<file path="src/rtl/exc_ctrl_if.sv">
// Bundle between the commit stage, the epc register and the exception controller.
// master = pipeline / epc side, slave = exc_ctrl.
interface exc_ctrl_if #(
    parameter int NUM_IRQ = 4
);
    logic [NUM_IRQ-1:0] irq;
    logic               inst_valid;
    logic [31:0]        pc;
    logic               ri;
    logic               ovf;
    logic               syscall;
    logic               eret;
    logic               mtc0_we;
    logic [31:0]        mtc0_data;
    logic               epc_we;
    logic [31:0]        epc_pc;
    logic [31:0]        epc_in;
    logic [1:0]         pc_sel;
    logic [31:0]        target_pc;
    logic               flush;
    logic [31:0]        status;
    logic [31:0]        cause;

    modport master (
        output irq, inst_valid, pc, ri, ovf, syscall, eret, mtc0_we, mtc0_data, epc_in,
        input  epc_we, epc_pc, pc_sel, target_pc, flush, status, cause
    );

    modport slave (
        input  irq, inst_valid, pc, ri, ovf, syscall, eret, mtc0_we, mtc0_data, epc_in,
        output epc_we, epc_pc, pc_sel, target_pc, flush, status, cause
    );
endinterface

</file>
<file path="src/rtl/exc_ctrl.sv">
// Exception/interrupt controller in front of the EPC register: trap decision, Status/Cause, eret.
// Optional macro EXC_CNT_EN adds a saturating trap counter output exc_cnt.
//
// state    | meaning
// S_RUN    | normal execution, evaluate commits for trap/eret
// S_TRAP   | one cycle: flush, redirect to EXC_VECTOR, EPC write if not nested
// S_RETURN | one cycle: flush, redirect to epc_in
module exc_ctrl #(
    parameter logic [31:0] EXC_VECTOR = 32'h0000_0080,
    parameter int          NUM_IRQ    = 4
) (
    input  logic         clk,
    input  logic         reset,
    exc_ctrl_if.slave    bus
`ifdef EXC_CNT_EN
    ,
    output logic [15:0]  exc_cnt
`endif
);

    typedef enum logic [1:0] {
        S_RUN    = 2'b00,
        S_TRAP   = 2'b01,
        S_RETURN = 2'b10
    } state_t;

    localparam logic [4:0] EXC_INT = 5'd0;
    localparam logic [4:0] EXC_SYS = 5'd8;
    localparam logic [4:0] EXC_RI  = 5'd10;
    localparam logic [4:0] EXC_OV  = 5'd12;

    state_t             state_q, state_d;
    logic               ie_q, ie_d;
    logic               exl_q, exl_d;
    logic [NUM_IRQ-1:0] im_q, im_d;
    logic [NUM_IRQ-1:0] ip_q, ip_d;
    logic [4:0]         exc_code_q, exc_code_d;
    logic [31:0]        epc_pc_q, epc_pc_d;
    logic               epc_save_q, epc_save_d;

    logic               int_req;
    logic               take_trap;
    logic               take_ret;
    logic               is_int;
    logic [4:0]         trap_code;
    logic               unused_mtc0;

    assign unused_mtc0 = ^{bus.mtc0_data[31:8+NUM_IRQ], bus.mtc0_data[7:2]};

`ifdef EXC_CNT_EN
    logic [15:0] cnt_q, cnt_d;
    assign exc_cnt = cnt_q;
`endif

    always_ff @(posedge clk) begin
        if (reset) begin
            state_q    <= S_RUN;
            ie_q       <= 1'b0;
            exl_q      <= 1'b0;
            im_q       <= '0;
            ip_q       <= '0;
            exc_code_q <= 5'd0;
            epc_pc_q   <= 32'd0;
            epc_save_q <= 1'b0;
`ifdef EXC_CNT_EN
            cnt_q      <= 16'd0;
`endif
        end else begin
            state_q    <= state_d;
            ie_q       <= ie_d;
            exl_q      <= exl_d;
            im_q       <= im_d;
            ip_q       <= ip_d;
            exc_code_q <= exc_code_d;
            epc_pc_q   <= epc_pc_d;
            epc_save_q <= epc_save_d;
`ifdef EXC_CNT_EN
            cnt_q      <= cnt_d;
`endif
        end
    end

    always_comb begin
        int_req    = ie_q & ~exl_q & (|(ip_q & im_q));
        take_trap  = 1'b0;
        take_ret   = 1'b0;
        is_int     = 1'b0;
        trap_code  = exc_code_q;

        // eret while already in the handler is a return; from user level it is illegal.
        if (state_q == S_RUN && bus.inst_valid) begin
            if (bus.ri) begin
                take_trap = 1'b1;
                trap_code = EXC_RI;
            end else if (bus.eret) begin
                if (exl_q) begin
                    take_ret = 1'b1;
                end else begin
                    take_trap = 1'b1;
                    trap_code = EXC_RI;
                end
            end else if (bus.ovf) begin
                take_trap = 1'b1;
                trap_code = EXC_OV;
            end else if (bus.syscall) begin
                take_trap = 1'b1;
                trap_code = EXC_SYS;
            end else if (int_req) begin
                take_trap = 1'b1;
                is_int    = 1'b1;
                trap_code = EXC_INT;
            end
        end

        state_d    = S_RUN;
        ie_d       = ie_q;
        exl_d      = exl_q;
        im_d       = im_q;
        ip_d       = bus.irq;
        exc_code_d = exc_code_q;
        epc_pc_d   = epc_pc_q;
        epc_save_d = epc_save_q;

        if (bus.mtc0_we) begin
            ie_d  = bus.mtc0_data[0];
            exl_d = bus.mtc0_data[1];
            im_d  = bus.mtc0_data[8 +: NUM_IRQ];
        end

        // Interrupted instruction completes, so the handler returns past it.
        if (take_trap) begin
            state_d    = S_TRAP;
            exl_d      = 1'b1;
            exc_code_d = trap_code;
            epc_save_d = ~exl_q;
            epc_pc_d   = is_int ? (bus.pc + 32'd4) : bus.pc;
        end else if (take_ret) begin
            state_d    = S_RETURN;
            exl_d      = 1'b0;
        end

`ifdef EXC_CNT_EN
        cnt_d = cnt_q;
        if (state_q == S_TRAP && cnt_q != 16'hFFFF) begin
            cnt_d = cnt_q + 16'd1;
        end
`endif
    end

    always_comb begin
        bus.epc_we    = 1'b0;
        bus.epc_pc    = 32'd0;
        bus.pc_sel    = 2'b00;
        bus.target_pc = 32'd0;
        bus.flush     = 1'b0;

        case (state_q)
            S_TRAP: begin
                bus.epc_we    = epc_save_q;
                bus.epc_pc    = epc_pc_q;
                bus.pc_sel    = 2'b01;
                bus.target_pc = EXC_VECTOR;
                bus.flush     = 1'b1;
            end
            S_RETURN: begin
                bus.pc_sel    = 2'b10;
                bus.target_pc = bus.epc_in;
                bus.flush     = 1'b1;
            end
            default: ;
        endcase

        bus.status                = 32'd0;
        bus.status[0]             = ie_q;
        bus.status[1]             = exl_q;
        bus.status[8 +: NUM_IRQ]  = im_q;

        bus.cause                 = 32'd0;
        bus.cause[6:2]            = exc_code_q;
        bus.cause[8 +: NUM_IRQ]   = ip_q;
    end

endmodule

</file>
<file path="src/flat_wrapper.sv">
// flat-port wrapper written by rule: the top's interface ports become plain ports
module exc_ctrl_flat 
#(
    parameter logic [31:0] EXC_VECTOR = 32'h0000_0080,
    parameter int          NUM_IRQ    = 4
)
  (clk, reset, bus_irq, bus_inst_valid, bus_pc, bus_ri, bus_ovf, bus_syscall, bus_eret, bus_mtc0_we, bus_mtc0_data, bus_epc_in, bus_epc_we, bus_epc_pc, bus_pc_sel, bus_target_pc, bus_flush, bus_status, bus_cause);
  exc_ctrl_if #(.NUM_IRQ(NUM_IRQ)) bus_i ();
  input  logic clk;
  input  logic reset;
  input wire logic [$bits(bus_i.irq)-1:0] bus_irq;
  input wire logic [$bits(bus_i.inst_valid)-1:0] bus_inst_valid;
  input wire logic [$bits(bus_i.pc)-1:0] bus_pc;
  input wire logic [$bits(bus_i.ri)-1:0] bus_ri;
  input wire logic [$bits(bus_i.ovf)-1:0] bus_ovf;
  input wire logic [$bits(bus_i.syscall)-1:0] bus_syscall;
  input wire logic [$bits(bus_i.eret)-1:0] bus_eret;
  input wire logic [$bits(bus_i.mtc0_we)-1:0] bus_mtc0_we;
  input wire logic [$bits(bus_i.mtc0_data)-1:0] bus_mtc0_data;
  input wire logic [$bits(bus_i.epc_in)-1:0] bus_epc_in;
  output wire logic [$bits(bus_i.epc_we)-1:0] bus_epc_we;
  output wire logic [$bits(bus_i.epc_pc)-1:0] bus_epc_pc;
  output wire logic [$bits(bus_i.pc_sel)-1:0] bus_pc_sel;
  output wire logic [$bits(bus_i.target_pc)-1:0] bus_target_pc;
  output wire logic [$bits(bus_i.flush)-1:0] bus_flush;
  output wire logic [$bits(bus_i.status)-1:0] bus_status;
  output wire logic [$bits(bus_i.cause)-1:0] bus_cause;
  assign bus_i.irq = bus_irq;
  assign bus_i.inst_valid = bus_inst_valid;
  assign bus_i.pc = bus_pc;
  assign bus_i.ri = bus_ri;
  assign bus_i.ovf = bus_ovf;
  assign bus_i.syscall = bus_syscall;
  assign bus_i.eret = bus_eret;
  assign bus_i.mtc0_we = bus_mtc0_we;
  assign bus_i.mtc0_data = bus_mtc0_data;
  assign bus_i.epc_in = bus_epc_in;
  assign bus_epc_we = bus_i.epc_we;
  assign bus_epc_pc = bus_i.epc_pc;
  assign bus_pc_sel = bus_i.pc_sel;
  assign bus_target_pc = bus_i.target_pc;
  assign bus_flush = bus_i.flush;
  assign bus_status = bus_i.status;
  assign bus_cause = bus_i.cause;
  exc_ctrl #(.EXC_VECTOR(EXC_VECTOR), .NUM_IRQ(NUM_IRQ)) u_core (.clk(clk), .reset(reset), .bus(bus_i));
endmodule
</file>
<file path="config.mk">
export PLATFORM = sky130hd
export DESIGN_NAME = exc_ctrl_flat
export DESIGN_NICKNAME = d
export VERILOG_FILES = /design/src/rtl/exc_ctrl_if.sv /design/src/rtl/exc_ctrl.sv /design/src/flat_wrapper.sv
export SDC_FILE = /design/constraint.sdc
export NUM_CORES = 1
export LEC_CHECK = 0
export BUFFER_PORTS_ARGS = -buffer_cell sky130_fd_sc_hd__buf_2
export CORE_AREA = 2 2 93 95
export DETAILED_ROUTE_END_ITERATION = 10
export DIE_AREA = 0 0 95 97
export PLACE_DENSITY_LB_ADDON = 0.3
export SLEW_MARGIN = 10
export SYNTH_ARGS = -nofsm -noshare
export SYNTH_HDL_FRONTEND = slang
export SYNTH_SLANG_ARGS = --single-unit
</file>
<file path="constraint.sdc">
create_clock -name clk -period 3.28 [get_ports clk]
set_input_delay 0.492 -clock clk [delete_from_list [all_inputs] [get_ports clk]]
set_output_delay 0.492 -clock clk [all_outputs]
set_load 0.005 [all_outputs]
</file>
Word level (Yosys, flattened, before mapping)
Cells that the tools add are included.
- flip-flop bits (word level): 50
- input bits: 108
- output and inout bits: 132
- logic and storage cells: 58
- $add $sub $neg: 1
- equal/unequal tests: 3
- muxes and demuxes: 33
- bitwise operators: 4
- reductions and logical operators: 8
- operator list (operator ; count):
    32-bit two-way mux ; 2
    32-bit case mux with 2 select lines ; 1
    32-bit by 3-bit adder with 32-bit output, second input constant ; 1
    5-bit two-way mux ; 6
    1-bit two-way mux ; 22
    5-bit nonzero test ; 1
    4-bit bitwise AND ; 1
    2-bit case mux with 2 select lines ; 1
    4-bit AND reduction ; 1
    2-bit OR reduction ; 2
    4-bit OR reduction ; 1
    3-bit != test, second input constant ; 1
    3-bit nonzero test ; 1
    1-bit bitwise AND ; 2
    2-bit by 1-bit == test with 1-bit output, second input constant ; 1
    2-bit == test, second input constant ; 1
    2-bit logical NOT ; 1
    2-bit two-way mux ; 1
    1-bit logical AND ; 1
    1-bit NOT ; 1

Longest topological paths before layout
Gate-level depths: netlist of run 1.
- depth after elaboration: 10
- gate-level depth with buffers: 9
- gate-level depth less buffers: 7

Worst setup path before layout of run 1
OpenSTA, ideal clock, no wires.
- path type: in2reg
- start: input bus_syscall
- end: register u_core.epc_pc_q[17]
- setup time: 86 ps
- arrival: 1942 ps
- data required time: 3194 ps
- setup slack: 1252 ps
- stages on the path: 5
- cells stage by stage: or4_4 > nor4_1 > nand4_1 > xor2_1 > a211oi_1
- cells in the longest elaborated chain, start to end: 6
- elaborated cells on any way between the ends: 11
- RTL lines (item ; RTL line ; RTL):
    start: declaration ; flat_wrapper.sv:16 ; input wire logic [$bits(bus_i.syscall)-1:0] bus_syscall;
    1-bit two-way mux ; exc_ctrl.sv:105 ; end else if (bus.syscall) begin
    1-bit two-way mux ; exc_ctrl.sv:102 ; end else if (bus.ovf) begin
    1-bit two-way mux ; exc_ctrl.sv:95 ; end else if (bus.eret) begin
    1-bit two-way mux ; exc_ctrl.sv:92 ; if (bus.ri) begin
    1-bit two-way mux ; exc_ctrl.sv:91 ; if (state_q == S_RUN && bus.inst_valid) begin
    32-bit two-way mux ; exc_ctrl.sv:136 ; epc_pc_d = is_int ? (bus.pc + 32'd4) : bus.pc;
    end signal: assignment ; exc_ctrl.sv:75 ; epc_pc_q <= epc_pc_d;
    end: declaration ; exc_ctrl.sv:38 ; logic [31:0] epc_pc_q, epc_pc_d;
Parallel ways exist; a longest one is shown, timed or not.
A chain may end at the register's enable or synchronous reset.

Worst setup path in the final report of run 1
- start: register u_core.state_q[1]
- end: output bus_epc_pc[3]
- cells in the longest elaborated chain, start to end: 2
- RTL lines (item ; RTL line ; RTL):
    start: declaration ; exc_ctrl.sv:32 ; state_t state_q, state_d;
    start signal: assignment ; exc_ctrl.sv:69 ; state_q <= state_d;
    2-bit by 1-bit == test with 1-bit output ; exc_ctrl.sv:157 ; case (state_q)
    32-bit two-way mux ; exc_ctrl.sv:157 ;
    end: declaration ; flat_wrapper.sv:22 ; output wire logic [$bits(bus_i.epc_pc)-1:0] bus_epc_pc;
No other way between the ends.

==> results of run 1 <==
## cell type report
class / instances / area [um^2]
fill: 822 / 4000
multi-input combinational: 322 / 2070
sequential: 48 / 961
timing repair buffer: 167 / 848
tap: 105 / 131
clock buffer: 7 / 86.3
inverter: 7 / 26.3
clock inverter: 1 / 7.51
## critical path, stage by stage (launching register included)
cell	delay (ps)
dfxtp_1	340
inv_1	100
ha_1	530
buf_4	310
and2_1	180
buf_2	120
## worst min-delay path by stage
| stage | endpoint | slack [ps] | cells after the start |
|---|---|---|---|
| floorplan | u_core.epc_pc_q[0] | 430 | 2 |
| global placement | u_core.epc_pc_q[1] | 440 | 2 |
| detailed placement | u_core.exc_code_q[2] | 450 | 2 |
| CTS | u_core.ip_q[2] | 390 | 2 |
| global route | u_core.ip_q[0] | 390 | 2 |
| finish | u_core.ip_q[2] | 410 | 2 |
## metal layers
layer  GRT usage [%]  vias to the layer above  part of all wire (%)  wire length [um]
met5               0                        -                     0                 0
met4            3.34                        0                  0.42                37
met3            5.45                        6                   9.4               821
met2            31.1                      140                    49              4260
met1            22.8                     1450                    42              3640
li1                -                     1591                     -                 -
## cells by family after synthesis
logic type / count (synthesis) / synth area share, %
muxes: 6 / 1.77
DFF: 48 / 28.3
other: 1 / 0.110
buffers and inverters: 88 / 16.3
adders and majority gates: 6 / 2.21
and+or+nand+nor: 185 / 33.8
xor gates and xnor gates: 29 / 7.48
AOI/OAI and AO/OA: 45 / 10.0
## synthesized netlist by cell type, drive strengths merged
cell type and count:
nand4 7, or2 1, nor2 44, nand3b 1, nand3 13, nor4 16
or4b 1, nand4b 1, and4 4, ha 6, and2 34, mux2i 6
a22oi 2, xnor2 20, o21ai 2, xor2 9, dfxtp 48, inv 7
nor3 4, buf 64, a311oi 1, nand2 19, and3 34, o21a 1
conb 1, a21oi 6, nor2b 5, clkbuf 17, a211o 1, or4 1
a211oi 32
## sequential cells by signal, summed over array words and instances, names as in the netlist
signal / cells
u_core.exl_q: 1
u_core.ie_q: 1
u_core.exc_code_q: 3
u_core.epc_pc_q: 32
u_core.state_q: 2
u_core.im_q: 4
u_core.epc_save_q: 1
u_core.ip_q: 4
## power by group through the flow
stage / sequential (uW) / combinational (uW) / clock (uW)
2_1_floorplan: 664 / 212 / 0
3_3_place_gp: 669 / 276 / 0
3_5_place_dp: 671 / 283 / 0
4_1_cts: 658 / 284 / 384
5_1_grt: 664 / 320 / 406
6_report: 657 / 283 / 366
## through the flow
| step | power, uW | setup slack (ps) |
|---|---|---|
| 5_1_grt | 1390 | 658 |
| 6_report | 1310 | 903 |
| 3_3_place_gp | 945 | 937 |
| 2_1_floorplan | 876 | 1250 |
| 4_1_cts | 1330 | 825 |
| 3_5_place_dp | 954 | 888 |
==> parameters.txt, run 1 <==
Parameter                              Value

Floorplanning
  Core Box Area ... 0.00813 mm^2
  Width of the die ... 95 um
  # IOs ... 240
  Y dimension of the die ... 97 um
  Die Area ... 0.00922 mm^2
  Std cell rows ... 33
  Initial core utilization ... 41.8%

Place
  PortBufs ... 162
  Final weighted congestion in routability-driven placement ... 0.773
  Final HPWL from detailed placement ... 6850 um
  Cell area reported after detailed placement ... 0.00404 mm^2
  Count of placed standard cells including taps ... 649

Yosys
  Number of instances in the synthesized netlist ... 408
  Leading area contributor after synthesis ... dfxtp_1
  Post-synth design cell area ... 0.00340 mm^2
  Area share of the leading cell type in the synthesized netlist ... 28.3%
  Number of distinct library cells after synthesis ... 40
  Post-synthesis sequential area ratio ... 28.3%
  Number of synthesized register bits ... 48
  Avg Synthesized Cell Area ... 8.33 um^2
  Cell types occupying the most area after synthesis ... dfxtp_1 28%, buf_4 12%, and2_1 6.3%
  Yosys synthesis warning count ... 0

STA
  Worst slew slack as a fraction of its limit ... 36.2%
  Worst-Margin Slew ... 957 ps
  Achievable frequency ... 0.421 GHz
  Crit path time final ... 2380 ps
  Layout Skew ... 9.69 ps
  Slew Viols, Final ... 0
  Final critical-path share of the clock period ... 72.5%
  Tightest hold margin ... 406 ps
  Setup repair after global routing missed its margin ... false
  Endpoints failing hold ... 0
  Setup-violating endpoint count in the final report ... 0
  Aggregate negative setup slack ... 0 ps

Power
  Leak pwr ... 0.00215 uW
  Cell internal pwr ... 925 uW
  Combinational fraction of design power ... 21.6%
  Net switching fraction of the power ... 29.2%
  Clock network fraction of design power ... 28.0%
  Switching pwr ... 382 uW
  Share of total power in sequential cells ... 50.3%
  VDD IR max ... 0.245 mV
  Pwr dens ... 316 mW/mm^2

Clock tree
  Largest buffer count on any clock path ... 2
  H-tree levels ... 2
  Number of clock sinks seen by CTS ... 48
  Clock Latency Late Sink ... 300 ps
  Number of cells upsized or downsized after cts ... 0
  Clock transition at the registers of the reported paths ... 80 ps
  Clock tree from TritonCTS ... yes
  Post CTS Setup Buffer Count ... 0
  Clock buffer count from CTS ... 5
  CTS Hold Bufs ... 0
  Clock tree root buffer cell ... clkbuf_8

Layout
  Post-Layout Cell Count ... 657
  Area of all placed cells without fillers ... 0.00413 mm^2
  Layout cells sized above 1 ... 35.1%
  Commonest non-fill, non-tap cell in the layout ... buf_2
  Most frequent cells in the layout ... 162 x buf_2, 51 x conb_1, 48 x dfxtp_1
  Number of diodes added for antenna fixing ... 0
  Nets ... 665
  Area growth syn-to-layout ... 21.6%
  Post-Route Utilization ... 50.8%

Setup path
  Critical path arrival ... 1880 ps
  CP required ... 2790 ps
  Worst flop-to-flop path endpoint ... u_core.epc_pc_q[31]
  Crit path capture type ... output port
  Nature of the critical path startpoint ... register
  CP endpoint ... bus_epc_pc[3]
  Start of the worst register-to-register path ... u_core.state_q[0]
  Largest driver fanout on the critical path ... 19
  Class of the most critical setup path ... reg2out
  Reg2Reg Depth ... 7
  Worst reg2reg setup slack ... 930 ps
  Critical path origin ... u_core.state_q[1]

Global routing
  Largest net degree at the start of global routing ... 49
  Overflow left after global routing ... 0
  GR Util All Layers ... 18.3%
  First-pass GRT wire length ... 13,700 um
  Via count of the first global-routing pass ... 2,862
  Initial antenna violation count ... 0

Routing
  Residual antenna-violating net count after detailed routing ... 0
  # DRC ... 0
  Vias per inst ... 4.85
  WL final ... 8760 um
  Routed via count ... 3,187
  Initial DRC count ... 127
  Drt wl/cell ... 13.3 um
  Number of optimization iterations in the first detailed-route pass ... 4

Worst hold path
  Hold wc startpoint ... bus_irq[2]
  Path category of the worst min-delay check ... in2reg

Job
  Max-cap viol count ... 0

Run status
  Result of the run ... finished clean
(Power assumes the default switching activity.)
==> run 2: changes to the inputs <==
--- a/config.mk
+++ b/config.mk
@@ -6,9 +6,9 @@
 export NUM_CORES = 1
 export LEC_CHECK = 0
 export BUFFER_PORTS_ARGS = -buffer_cell sky130_fd_sc_hd__buf_2
-export CORE_AREA = 2 2 93 95
+export CORE_MARGIN = 2
+export CORE_UTILIZATION = 38
 export DETAILED_ROUTE_END_ITERATION = 10
-export DIE_AREA = 0 0 95 97
 export PLACE_DENSITY_LB_ADDON = 0.3
 export SLEW_MARGIN = 10
 export SYNTH_ARGS = -nofsm -noshare
==> constraint.sdc (replaced) <==
create_clock -name clk -period 2 [get_ports clk]
set_input_delay 0.3 -clock clk [delete_from_list [all_inputs] [get_ports clk]]
set_output_delay 0.3 -clock clk [all_outputs]
set_load 0.005 [all_outputs]
==> run 2 against run 1 <==
Sequential power rose by 64%. Clock power rose by 61%. Core utilization grew 1.4 points. Total power grew 68%. Sequential share of layout area shrank 2.1 points. Worst hold slack lost 210 ps. Count of clock-buffer cells in the layout decreased by 1. Via count rose by 3.3%. Critical path depth rose by 3. Combinational power rose by 87%.
==> parameters.txt, run 2 (synthesis results as in run 1) <==
Parameter                              Value

Routing
  Routed via count ... 3,293
  # DRC ... 0
  Vias per inst ... 4.81
  Drt wl/cell ... 13.4 um
  Number of optimization iterations in the first detailed-route pass ... 4
  Initial DRC count ... 110
  WL final ... 9150 um
  Residual antenna-violating net count after detailed routing ... 0

Global routing
  First-pass GRT wire length ... 14,000 um
  GR Util All Layers ... 17.5%
  Largest net degree at the start of global routing ... 41
  Initial antenna violation count ... 0
  Via count of the first global-routing pass ... 2,956
  Overflow left after global routing ... 0

Place
  Cell area reported after detailed placement ... 0.00430 mm^2
  PortBufs ... 162
  Final weighted congestion in routability-driven placement ... 0.821
  Final HPWL from detailed placement ... 7140 um

Setup path
  Kind of cell with the highest combined delay on the critical path ... compound AO/OA/AOI/OAI gates
  Worst reg2reg setup slack ... 90 ps
  CP required ... 2230 ps
  Ordered cell list for the critical path ... inv_1 > ha_2 > nand4b_1 > a211o_1 > buf_12 > nor4_2 > xnor2_1 > a211oi_2
  Combined buffer and inverter count along the critical path ... 2
  Max stage delay on crit path ... 320 ps
  Class of the most critical setup path ... reg2reg
  Critical path arrival ... 2140 ps
  Largest driver fanout on the critical path ... 18
  Nature of the critical path startpoint ... register
  Crit path capture type ... register
  Critical path's slowest cell ... dfxtp_1

Worst hold path
  Path category of the worst min-delay check ... in2reg

Floorplanning
  Width of the die ... 98.6 um
  Die Area ... 0.00971 mm^2
  Y dimension of the die ... 98.6 um
  Std cell rows ... 34
  Initial core utilization ... 39.1%
  Core Box Area ... 0.00868 mm^2
  # IOs ... 240

Layout
  Nets ... 690
  Commonest non-fill, non-tap cell in the layout ... buf_2
  Register bank with the most flops ... u_core.epc_pc_q
  Number of diodes added for antenna fixing ... 0
  Area growth syn-to-layout ... 33.4%
  Biggest registers after layout ... u_core.epc_pc_q x32, u_core.im_q x4, u_core.ip_q x4
  Area of all placed cells without fillers ... 0.00453 mm^2
  Max FFs per register ... 32
  Most frequent cells in the layout ... 162 x buf_2, 51 x conb_1, 48 x dfxtp_1
  Layout cells sized above 1 ... 39.5%

Power
  Leak pwr ... 0.00238 uW
  Pwr dens ... 485 mW/mm^2
  Tot Pwr ... 2200 uW
  VDD IR max ... 0.290 mV

STA
  Worst slew slack as a fraction of its limit ... 65.8%
  Achievable frequency ... 0.524 GHz
  Setup-violating endpoint count in the final report ... 0
  Layout Skew ... 11.6 ps
  Worst-Margin Slew ... 513 ps
  Setup repair after global routing missed its margin ... true
  Endpoints failing hold ... 0
  Aggregate negative setup slack ... 0 ps
  Slew Viols, Final ... 0
  Crit path time final ... 1910 ps
  Final critical-path share of the clock period ... 95.5%

Run status
  Result of the run ... finished clean

Clock tree
  Clock transition at the registers of the reported paths ... 90 ps
  Clock Latency Late Sink ... 310 ps
  Largest buffer count on any clock path ... 2
  H-tree levels ... 2
  Clock buffer count from CTS ... 5
  Clock tree root buffer cell ... clkbuf_8
  CTS Hold Bufs ... 0
  Number of clock sinks seen by CTS ... 48
  Clock tree from TritonCTS ... yes

Job
  Max-cap viol count ... 0
run 2: cell count changes in the layout (fill, tap and decap cells not counted), moves of 2 or more:
cell / before / now
a211oi_1: 28 / 26
buf_12: 0 / 7
ha_1: 6 / 4
buf_6: 0 / 2
nor4_1: 6 / 2
buf_4: 5 / 20
nor4_4: 7 / 12
a211oi_2: 4 / 6
run 2: final timing paths:
check / cells after the start / from / end
worst max-delay path: 8 / u_core.state_q[1] / u_core.epc_pc_q[25]
worst min-delay path: 2 / bus_irq[2] / u_core.ip_q[2]
worst max register to register: 8 / u_core.state_q[1] / u_core.epc_pc_q[25]
worst min register to register: 2 / u_core.exc_code_q[2] / u_core.exc_code_q[2]
run 2: routing by layer:
| metal | global-route usage (%) | up-vias | wire length [um] |
|---|---|---|---|
| met5 | 0 | - | 0 |
| met4 | 4.64 | 0 | 123 |
| met3 | 3.26 | 10 | 579 |
| met2 | 31.9 | 128 | 4520 |
| met1 | 21.0 | 1518 | 3930 |
| li1 | - | 1637 | - |
run 2: stage by stage:
stage / setup slack [ps] / std cells / hold slack, ps / utilization (%)
final: 89.9 / 685 / 199 / 52.2
after global routing: -39.5 / 685 / 192 / 52.2
after global placement: -23.7 / 675 / 440 / 49.6
after CTS: 32.2 / 683 / 189 / 50.7
after floorplan: 30.4 / 458 / 428 / -
after detailed placement: -82.1 / 675 / 444 / 49.6
run 2: final cells by class:
class | count | area (um^2)
multi-input cells | 322 | 2170
inverters | 7 | 26.3
fillers | 851 | 4150
flip-flops and latches | 48 | 961
well taps | 108 | 135
clock buffers | 6 | 72.6
repair buffers | 192 | 1150
clock inverters | 2 | 16.3
run 2: worst register-to-register path: cells and delay by family, from the launching register on:
family / cells / cell delay, ps
and+or+nand+nor: 2 / 440
adders and majority gates: 1 / 190
buffers and inverters: 2 / 260
AOI/OAI and AO/OA: 2 / 510
DFF: 1 / 320
xor gates and xnor gates: 1 / 120
run 2: repair_timing:
item	4_1_cts	5_1_grt
pin swaps	0	10
cloned	0	1
buffers inserted	0	1
gates resized for setup	2	15
setup endpoints to repair	33	44
run 2: power by group:
group | internal [uW] | switching (uW)
Clock | 249 | 341
Sequential | 1040 | 39.2
Combinational | 245 | 284
==> run 3: changes to the inputs <==
--- a/config.mk
+++ b/config.mk
@@ -5,9 +5,9 @@
 export SDC_FILE = /design/constraint.sdc
 export NUM_CORES = 1
 export LEC_CHECK = 0
+export ABC_AREA = 1
 export BUFFER_PORTS_ARGS = -buffer_cell sky130_fd_sc_hd__buf_2
-export CORE_MARGIN = 2
-export CORE_UTILIZATION = 38
+export CORE_UTILIZATION = 39
 export DETAILED_ROUTE_END_ITERATION = 10
 export PLACE_DENSITY_LB_ADDON = 0.3
 export SLEW_MARGIN = 10
==> constraint.sdc (replaced) <==
create_clock -name clk -period 2 [get_ports clk]
set_input_delay 0.3 -clock clk [delete_from_list [all_inputs] [get_ports clk]]
set_output_delay 0.3 -clock clk [all_outputs]
set_load 0.1 [all_outputs]
==> run 3 against run 2 <==
Total power grew 35%. Cell area grew 30%. Sequential power is essentially flat.
==> parameters.txt, run 3 <==
Parameter                              Value

Run status
  Result of the run ... finished clean

Layout
  Max FFs per register ... 32
  Number of diodes added for antenna fixing ... 0
  Register bank with the most flops ... u_core.epc_pc_q
  Layout cells sized above 1 ... 29.5%
  Nets ... 910
  Biggest registers after layout ... u_core.epc_pc_q x32, u_core.im_q x4, u_core.ip_q x4
  Post-Route Utilization ... 63.6%
  Most frequent cells in the layout ... 153 x nand2_1, 115 x inv_1, 100 x nand3_1
  Area growth syn-to-layout ... 57.8%
  Commonest non-fill, non-tap cell in the layout ... nand2_1

Power
  Leak pwr ... 0.00315 uW
  Pwr dens ... 504 mW/mm^2
  VDD IR max ... 0.286 mV

Floorplanning
  Y dimension of the die ... 99.9 um
  Width of the die ... 99.9 um
  Initial core utilization ... 40.3%
  Die Area ... 0.00999 mm^2
  Core Box Area ... 0.00928 mm^2
  # IOs ... 240
  Std cell rows ... 35

Global routing
  Grt met3 use ... 3.41%
  First-pass GRT wire length ... 17,500 um
  Overflow left after global routing ... 0
  GR Util All Layers ... 21.4%
  Global Route met1 Usage ... 24.2%
  Initial antenna violation count ... 0
  Largest net degree at the start of global routing ... 43
  Most utilized layer in the global route result ... met2
  Via count of the first global-routing pass ... 3,860
  Routing usage on met2 ... 40.1%

Setup path
  Combined buffer and inverter count along the critical path ... 3
  Max stage delay on crit path ... 360 ps
  Critical path's slowest cell ... dfxtp_2
  Largest driver fanout on the critical path ... 8
  Class of the most critical setup path ... reg2out
  Crit path capture type ... output port
  CP required ... 1700 ps
  Ordered cell list for the critical path ... inv_2 > ha_4 > nand2_8 > clkbuf_16 > nor2_4 > buf_12
  Kind of cell with the highest combined delay on the critical path ... buffers and inverters
  Critical path arrival ... 1590 ps
  Nature of the critical path startpoint ... register

Clock tree
  Clock Latency Late Sink ... 300 ps
  Clock buffer count from CTS ... 5
  Number of clock sinks seen by CTS ... 48
  Clock tree from TritonCTS ... yes
  H-tree levels ... 2
  Largest buffer count on any clock path ... 2
  Clock transition at the registers of the reported paths ... 90 ps
  Clock tree root buffer cell ... clkbuf_8

STA
  Aggregate negative setup slack ... 0 ps
  Layout Skew ... 8.46 ps
  Slew Viols, Final ... 0
  Achievable frequency ... 0.530 GHz
  Crit path time final ... 1890 ps
  Endpoints failing hold ... 0
  Final critical-path share of the clock period ... 94.4%
  Setup-violating endpoint count in the final report ... 0
  Setup repair after global routing missed its margin ... false

Yosys
  Post-synthesis sequential area ratio ... 25.7%
  Post-synth design cell area ... 0.00374 mm^2
  Async S/R FF share, synth ... 0%
  Ranking of synthesized cells by instance count ... 154 x nand2_1, 117 x inv_1, 100 x nand3_1
  Yosys synthesis warning count ... 0
  Number of instances in the synthesized netlist ... 641
  Cell with the most instances after synthesis ... nand2_1
  Number of enable flip-flop cells after synthesis ... 0
  Area share of the leading cell type in the synthesized netlist ... 25.7%
  Number of synthesized register bits ... 48
  Most used flip-flop cell after synthesis ... dfxtp_1
  Cell types occupying the most area after synthesis ... dfxtp_1 26%, nand2_1 15%, nand3_1 13%
  Number of distinct library cells after synthesis ... 28
  Avg Synthesized Cell Area ... 5.83 um^2
  Leading area contributor after synthesis ... dfxtp_1

Place
  Final weighted congestion in routability-driven placement ... 0.902
  PortBufs ... 162
  Final HPWL from detailed placement ... 8510 um

Routing
  Residual antenna-violating net count after detailed routing ... 0
  Number of optimization iterations in the first detailed-route pass ... 6
  Vias per inst ... 4.58
  # DRC ... 0
  WL final ... 10,700 um
  Drt wl/cell ... 11.6 um
  Routed via count ... 4,241
  Initial DRC count ... 193

Job
  Max-cap viol count ... 0

Worst hold path
  Path category of the worst min-delay check ... in2reg
## run 3: cell count changes in the layout (fill, tap and decap cells not counted), sizes merged, moves of 6 or more
cell    change
nand2     +138
inv       +112
nand3      +88
nor2       +50
and3       -34
and2       -33
a211oi     -32
xnor2      -19
buf        -18
nor4       -16
o21ai      +12
xor2        -9
nand4       +7
mux2i       -6
## run 3: path summary, 6_finish.rpt
| check | start | slack [ps] | endpoint | cells past startpoint |
|---|---|---|---|---|
| worst max-delay path | u_core.state_q[0] | 110 | bus_target_pc[18] | 6 |
| worst min-delay path | bus_pc[1] | 180 | u_core.epc_pc_q[1] | 3 |
| worst max register to register | u_core.state_q[1] | 250 | u_core.epc_pc_q[24] | 10 |
| worst min register to register | u_core.epc_pc_q[2] | 470 | u_core.epc_pc_q[2] | 2 |
## run 3: layout make-up
class | instances | area [um^2]
clock buffer | 6 | 72.6
clock inverter | 2 | 35.0
fill | 837 | 3380
inverter | 120 | 450
multi-input combinational | 447 | 2250
sequential | 48 | 963
tap | 129 | 161
timing repair buffer | 174 | 1970
## run 3: worst min-delay path, cell delays in order
cell	delay, ps
buf_2	70
nand2_1	40
nand2_1	40
## run 3: per-stage QoR
stage	setup slack [ps]	area [um^2]	instances	hold slack (ps)	total power, uW
after detailed placement	176	5730	916	461	2290
after CTS	13.7	5850	924	174	3000
final	112	5900	926	182	2970
after global routing	30.9	5900	926	175	3120
after floorplan	7.74	4250	691	365	2100
after global placement	231	5730	916	456	2270
## run 3: cell families (layout without fill, tap and decap cells)
family                   Yosys count  after routing  synth area share [%]
other                              1             51                 0.100
AO/OA/AOI/OAI                     20             20                  3.14
buffers and inverters            196            302                  26.2
adder cells (fa/ha/maj)            6              6                  2.01
AND/OR/NAND/NOR                  369            369                  42.7
XOR/XNOR                           1              1                 0.234
flip-flops                        48             48                  25.7
## run 3: report_power, final
part	total (uW)	leakage, uW	internal [uW]	switching (uW)
combinational	1210	0.00270	234	975
clock	701	0.0000552	372	329
sequential	1060	0.000396	1020	37.9
total	2970	0.00315	1630	1340
## run 3: metal layers
metal	routed length, um	up-vias
met2	5650	184
li1	-	2161
met4	189	0
met1	4220	1877
met3	639	19
met5	0	-
## run 3: timing repair
action	4_1_cts	5_1_grt
resized for setup	3	1
buffers inserted	0	1
pin swaps	0	1
hold buffers	0	0
hold endpoints to repair	0	0
gates cloned	0	1
endpoints found under the setup margin	13	22
